[config.mk]
export PLATFORM = sky130hd
export DESIGN_NAME = regfile_wb_arbiter
export DESIGN_NICKNAME = d
export VERILOG_FILES = /design/src/rtl/regfile_wb_arbiter.sv
export SDC_FILE = /design/constraint.sdc
export NUM_CORES = 1
export LEC_CHECK = 0
export CORE_MARGIN = 4
export CORE_UTILIZATION = 39
export CTS_CLUSTER_DIAMETER = 200
export DETAILED_ROUTE_END_ITERATION = 8
export PLACE_DENSITY_LB_ADDON = 0.25
export SYNTH_ARGS = -nofsm -noshare
export SYNTH_HDL_FRONTEND = slang
export SYNTH_SLANG_ARGS = --single-unit
[constraint.sdc]
create_clock -name clk -period 11.9 [get_ports clk]
set_input_delay 2.975 -clock clk [delete_from_list [all_inputs] [get_ports clk]]
set_output_delay 2.975 -clock clk [all_outputs]
set_load 0.005 [all_outputs]
[src/rtl/regfile_wb_arbiter.sv]
`default_nettype none
// +----------------------------------------------------------------------------+
// | Module      : regfile_wb_arbiter                                           |
// | Description : Round-robin ALU/load write-back arbiter with a registered    |
// |               register-file write port and a destination scoreboard.      |
// | Revision    : 1.0  initial release                                         |
// +----------------------------------------------------------------------------+
module regfile_wb_arbiter #(
    parameter int XLEN = 64,
    parameter int NREG = 32
) (
    input  logic            clk,
    input  logic            rst,
    input  logic            alu_valid,
    output logic            alu_ready,
    input  logic [4:0]      alu_rd,
    input  logic [XLEN-1:0] alu_data,
    input  logic            mem_valid,
    output logic            mem_ready,
    input  logic [4:0]      mem_rd,
    input  logic [XLEN-1:0] mem_data,
    input  logic            issue_valid,
    input  logic [4:0]      issue_rd,
    input  logic [4:0]      rs1_addr,
    input  logic [4:0]      rs2_addr,
    output logic            rs1_busy,
    output logic            rs2_busy,
    output logic            stall,
    output logic            wen,
    output logic [4:0]      rd_addr,
    output logic [XLEN-1:0] write_data
);
    localparam int c_AW = 5;

    logic            r_ptr;
    logic [NREG-1:0] r_busy;
    logic            r_wen;
    logic [c_AW-1:0] r_rd_addr;
    logic [XLEN-1:0] r_write_data;

    logic            w_alu_ready;
    logic            w_mem_ready;
    logic            w_alu_fire;
    logic            w_mem_fire;
    logic            w_fire;
    logic            w_write;
    logic [c_AW-1:0] w_fire_rd;
    logic [XLEN-1:0] w_fire_data;
    logic [NREG-1:0] w_busy_next;

    // Under contention only the side favoured by r_ptr is granted.
    assign w_alu_ready = ~rst & alu_valid & (~mem_valid | ~r_ptr);
    assign w_mem_ready = ~rst & mem_valid & (~alu_valid |  r_ptr);
    assign w_alu_fire  = alu_valid & w_alu_ready;
    assign w_mem_fire  = mem_valid & w_mem_ready;
    assign w_fire      = w_alu_fire | w_mem_fire;
    assign w_fire_rd   = w_alu_fire ? alu_rd   : mem_rd;
    assign w_fire_data = w_alu_fire ? alu_data : mem_data;
    assign w_write     = w_fire & (w_fire_rd != '0);

    // Issue is applied after the clear so a newer producer stays outstanding.
    always_comb begin
        w_busy_next = r_busy;
        for (int i = 1; i < NREG; i++) begin
            if (w_write && (w_fire_rd == c_AW'(i))) begin
                w_busy_next[i] = 1'b0;
            end
            if (issue_valid && (issue_rd == c_AW'(i))) begin
                w_busy_next[i] = 1'b1;
            end
        end
        w_busy_next[0] = 1'b0;
    end

    always_ff @(posedge clk or posedge rst) begin
        if (rst) begin
            r_ptr        <= 1'b0;
            r_busy       <= '0;
            r_wen        <= 1'b0;
            r_rd_addr    <= '0;
            r_write_data <= '0;
        end else begin
            r_busy <= w_busy_next;
            r_wen  <= w_write;
            if (w_alu_fire) begin
                r_ptr <= 1'b1;
            end else if (w_mem_fire) begin
                r_ptr <= 1'b0;
            end
            if (w_write) begin
                r_rd_addr    <= w_fire_rd;
                r_write_data <= w_fire_data;
            end
        end
    end

    assign alu_ready  = w_alu_ready;
    assign mem_ready  = w_mem_ready;
    assign rs1_busy   = ~rst & r_busy[rs1_addr];
    assign rs2_busy   = ~rst & r_busy[rs2_addr];
    assign stall      = rs1_busy | rs2_busy;
    assign wen        = r_wen;
    assign rd_addr    = r_rd_addr;
    assign write_data = r_write_data;

endmodule
`default_nettype wire

==> results.json <==
{
  "synth_compound_area_share_pct": 10.5,
  "clk_latency_ns": 0.35,
  "ir_drop_v": 0.0000740,
  "antennaDiodeCount": 0,
  "numCtsBuffers": 9,
  "drtIter0Drc": 369,
  "track_usage_pct": 21.1,
  "worst-path-max-fanout": 73,
  "finalCritPeriodShare_pct": 73.9,
  "die_area_um2": 16300,
  "cts_buffer_depth": 2,
  "gr-total-overflow": 0,
  "dr.pass1.iters": 5,
  "h-tree-depth": 3,
  "syn_inst": 582,
  "cts_tree": "built",
  "ys_seq_area_share_pct": 45.7,
  "final_cells": 979,
  "synth_cell_type_count": 39,
  "crit_required_ns": 8.93,
  "muxShareOfSynthArea_pct": 21.0,
  "clockRootBuffer": "clkbuf_16",
  "hp-class": "reg2reg",
  "drc": 0,
  "via_per_inst": 5.23,
  "core_um2": 13900,
  "cp.arrival_ns": 5.82,
  "die_h_um": 128,
  "synth_fp_nets": 740,
  "critical_path.endpoint_type": "primary output",
  "row_count": 43,
  "clock-sinks": 102,
  "fmax_mhz": 114,
  "fin_crit_ns": 8.80,
  "synth_top_family_by_area": "multiplexers",
  "cts_resized": 0,
  "finalWorstSetupSlack_ns": 3.10,
  "rsz0062_at_grt": "no",
  "p_leak_nw": 3.57,
  "hold_buffers": 0,
  "cellPowerDensity_nw_per_um2": 137,
  "synth-seq-cells": 102,
  "drv_slew": 0,
  "synth_warnings": 0,
  "nNetsFinal": 952,
  "worst_slew_pin_slew_ns": 1.14,
  "synth_area_um2": 5590,
  "cts_setup_buffers": 0,
  "finish.instance_area_um2": 8320,
  "drive_gt1_share_pct": 13.5,
  "postRouteAntennaNets": 0,
  "grt_pass1_vias": 5275,
  "syn_area_per_cell_um2": 9.60,
  "finalHoldViolCount": 0,
  "initial_utilization_pct": 40.1,
  "io_buffers": 232,
  "placed_area_um2": 8020,
  "max_slew_margin_pct": 23.9,
  "antenna_found_initial": 0,
  "cp-start-kind": "input port",
  "grt_max_degree": 74,
  "clk_pin_slew_ns": 0.07,
  "routed-via-count": 5120,
  "dp_cells": 963,
  "setup_viol": 0,
  "dp_hpwl_mm": 13.3,
  "outcome": "finished, final reports clean",
  "dp_slack_ns": 3.03,
  "drv_cap": 0,
  "ioPinCount": 233,
  "gp_congestion": 0.946,
  "fin_worst_skew_ns": 0.00781,
  "tns_ns": 0,
  "die_x_um": 128,
  "area_growth_pct": 48.9,
  "routedWlPerCell_um": 17.6,
  "synthSimpleGateAreaFrac_pct": 19.6,
  "yosys.area_share.adder_pct": 0,
  "critical_path_class": "in2out",
  "synth_xor_area_share_pct": 0,
  "routed_wirelength_mm": 17.2,
  "grt_pass1_wl_mm": 27.2
}
[metal layers]
layer | GRT usage (%) | routed length, µm
met1 | 25.1 | 6520
met2 | 36.2 | 8850
met4 | 8.11 | 473
met5 | 0 | 0
met3 | 6.17 | 1370
[synth_stat cells, drive strengths merged]
cell     count  area, µm²
nor4         1       6.26
mux4        12        270
clkbuf      17       63.8
buf         17       86.3
a21oi        1       5.00
nand3b       2       15.0
mux2        71        833
o31a         2       17.5
o41ai       16        140
or4          2       15.0
nor2         6       22.5
a21o         1       7.51
nand3        3       15.0
o31ai       17        128
nor4b        2       17.5
inv          8       30.0
a31oi        5       31.3
a22oi        1       12.5
and2         4       25.0
nor3         3       15.0
a221oi       3       26.3
dfrtp      102       2550
nand2b       8       50.1
o21ai       41        209
and4b        1       10.0
mux2i        7       70.1
nand2      214        803
nand4        1       6.26
a2bb2oi      1       8.76
and4         1       8.76
and3         1       6.26
or2          2       12.5
nor2b        5       31.3
nand4b       4       35.0
[state kept, by name (all words and copies together), names as in the netlist]
signal      count
r_busy         31
r_ptr           1
rd_addr         5
wen             1
write_data     64
[layout by cell type (no fill, tap or decap), types with 3 or more instances in the layout]
| cell | n |
|---|---|
| nor2b_1 | 5 |
| a31oi_1 | 5 |
| nor2_1 | 6 |
| o31ai_1 | 17 |
| mux4_2 | 12 |
| mux2_2 | 62 |
| nand4b_1 | 4 |
| mux2i_1 | 7 |
| a221oi_1 | 3 |
| nor3_1 | 3 |
| inv_1 | 6 |
| mux2_4 | 9 |
| nand2b_1 | 8 |
| nand2_1 | 213 |
| buf_4 | 3 |
| o21ai_0 | 40 |
| clkbuf_16 | 9 |
| dfrtp_1 | 102 |
| o41ai_1 | 16 |
| nand3_1 | 3 |
| and2_1 | 4 |
| clkdlybuf4s50_1 | 232 |
[worst max-delay path, stage by stage]
cell and delay, ns:
clkdlybuf4s50_1 0.55, nor2b_1 0.32, nand2_2 0.07, buf_4 0.31, inv_2 0.89, clkdlybuf4s50_1 0.68
[stage by stage]
step | hold WS (ns) | power [mW] | utilization, %
CTS | 0.510 | 1.15 | 59.7
global placement | 0.488 | 0.842 | 57.5
finish | 0.507 | 1.14 | 59.7
global route | 0.514 | 1.21 | 59.7
detailed placement | 0.495 | 0.851 | 57.5
floorplan | 0.482 | 0.639 | -
[power breakdown]
part / internal [mW] / switching, mW / total (mW)
registers: 0.423 / 0.0544 / 0.477
logic: 0.228 / 0.139 / 0.367
clock network: 0.169 / 0.128 / 0.297
[worst paths after layout]
check | startpoint | end | slack (ns) | cells past startpoint
worst max register to register | r_ptr$_DFFE_PP0P_ | r_busy[9]$_DFFE_PP0P_ | 8.82 | 7
max in group asynchronous | rst | write_data[50]$_DFFE_PP0P_ | 7.57 | 3
worst min register to register | write_data[58]$_DFFE_PP0P_ | write_data[58]$_DFFE_PP0P_ | 0.51 | 1
min in group asynchronous | rst | r_ptr$_DFFE_PP0P_ | 3.24 | 2
worst max-delay path | rst | alu_ready | 3.10 | 6
worst min-delay path | write_data[58]$_DFFE_PP0P_ | write_data[58]$_DFFE_PP0P_ | 0.51 | 1
[final cells by class]
| cell class | count | area [µm²] |
|---|---|---|
| inverters | 8 | 32.5 |
| multi-input cells | 438 | 2860 |
| flip-flops and latches | 102 | 2550 |
| clock buffers | 11 | 243 |
| well taps | 180 | 225 |
| clock inverters | 5 | 58.8 |
| repair buffers | 235 | 2340 |
| fillers | 1192 | 5610 |
[logic make-up (layout without fill, tap and decap cells)]
logic type | after synthesis | count (layout)
compound gates | 88 | 88
buf+inv | 42 | 259
flops | 102 | 102
mux | 90 | 90
simple gates | 260 | 260
Power figures use the tool's default switching activity.
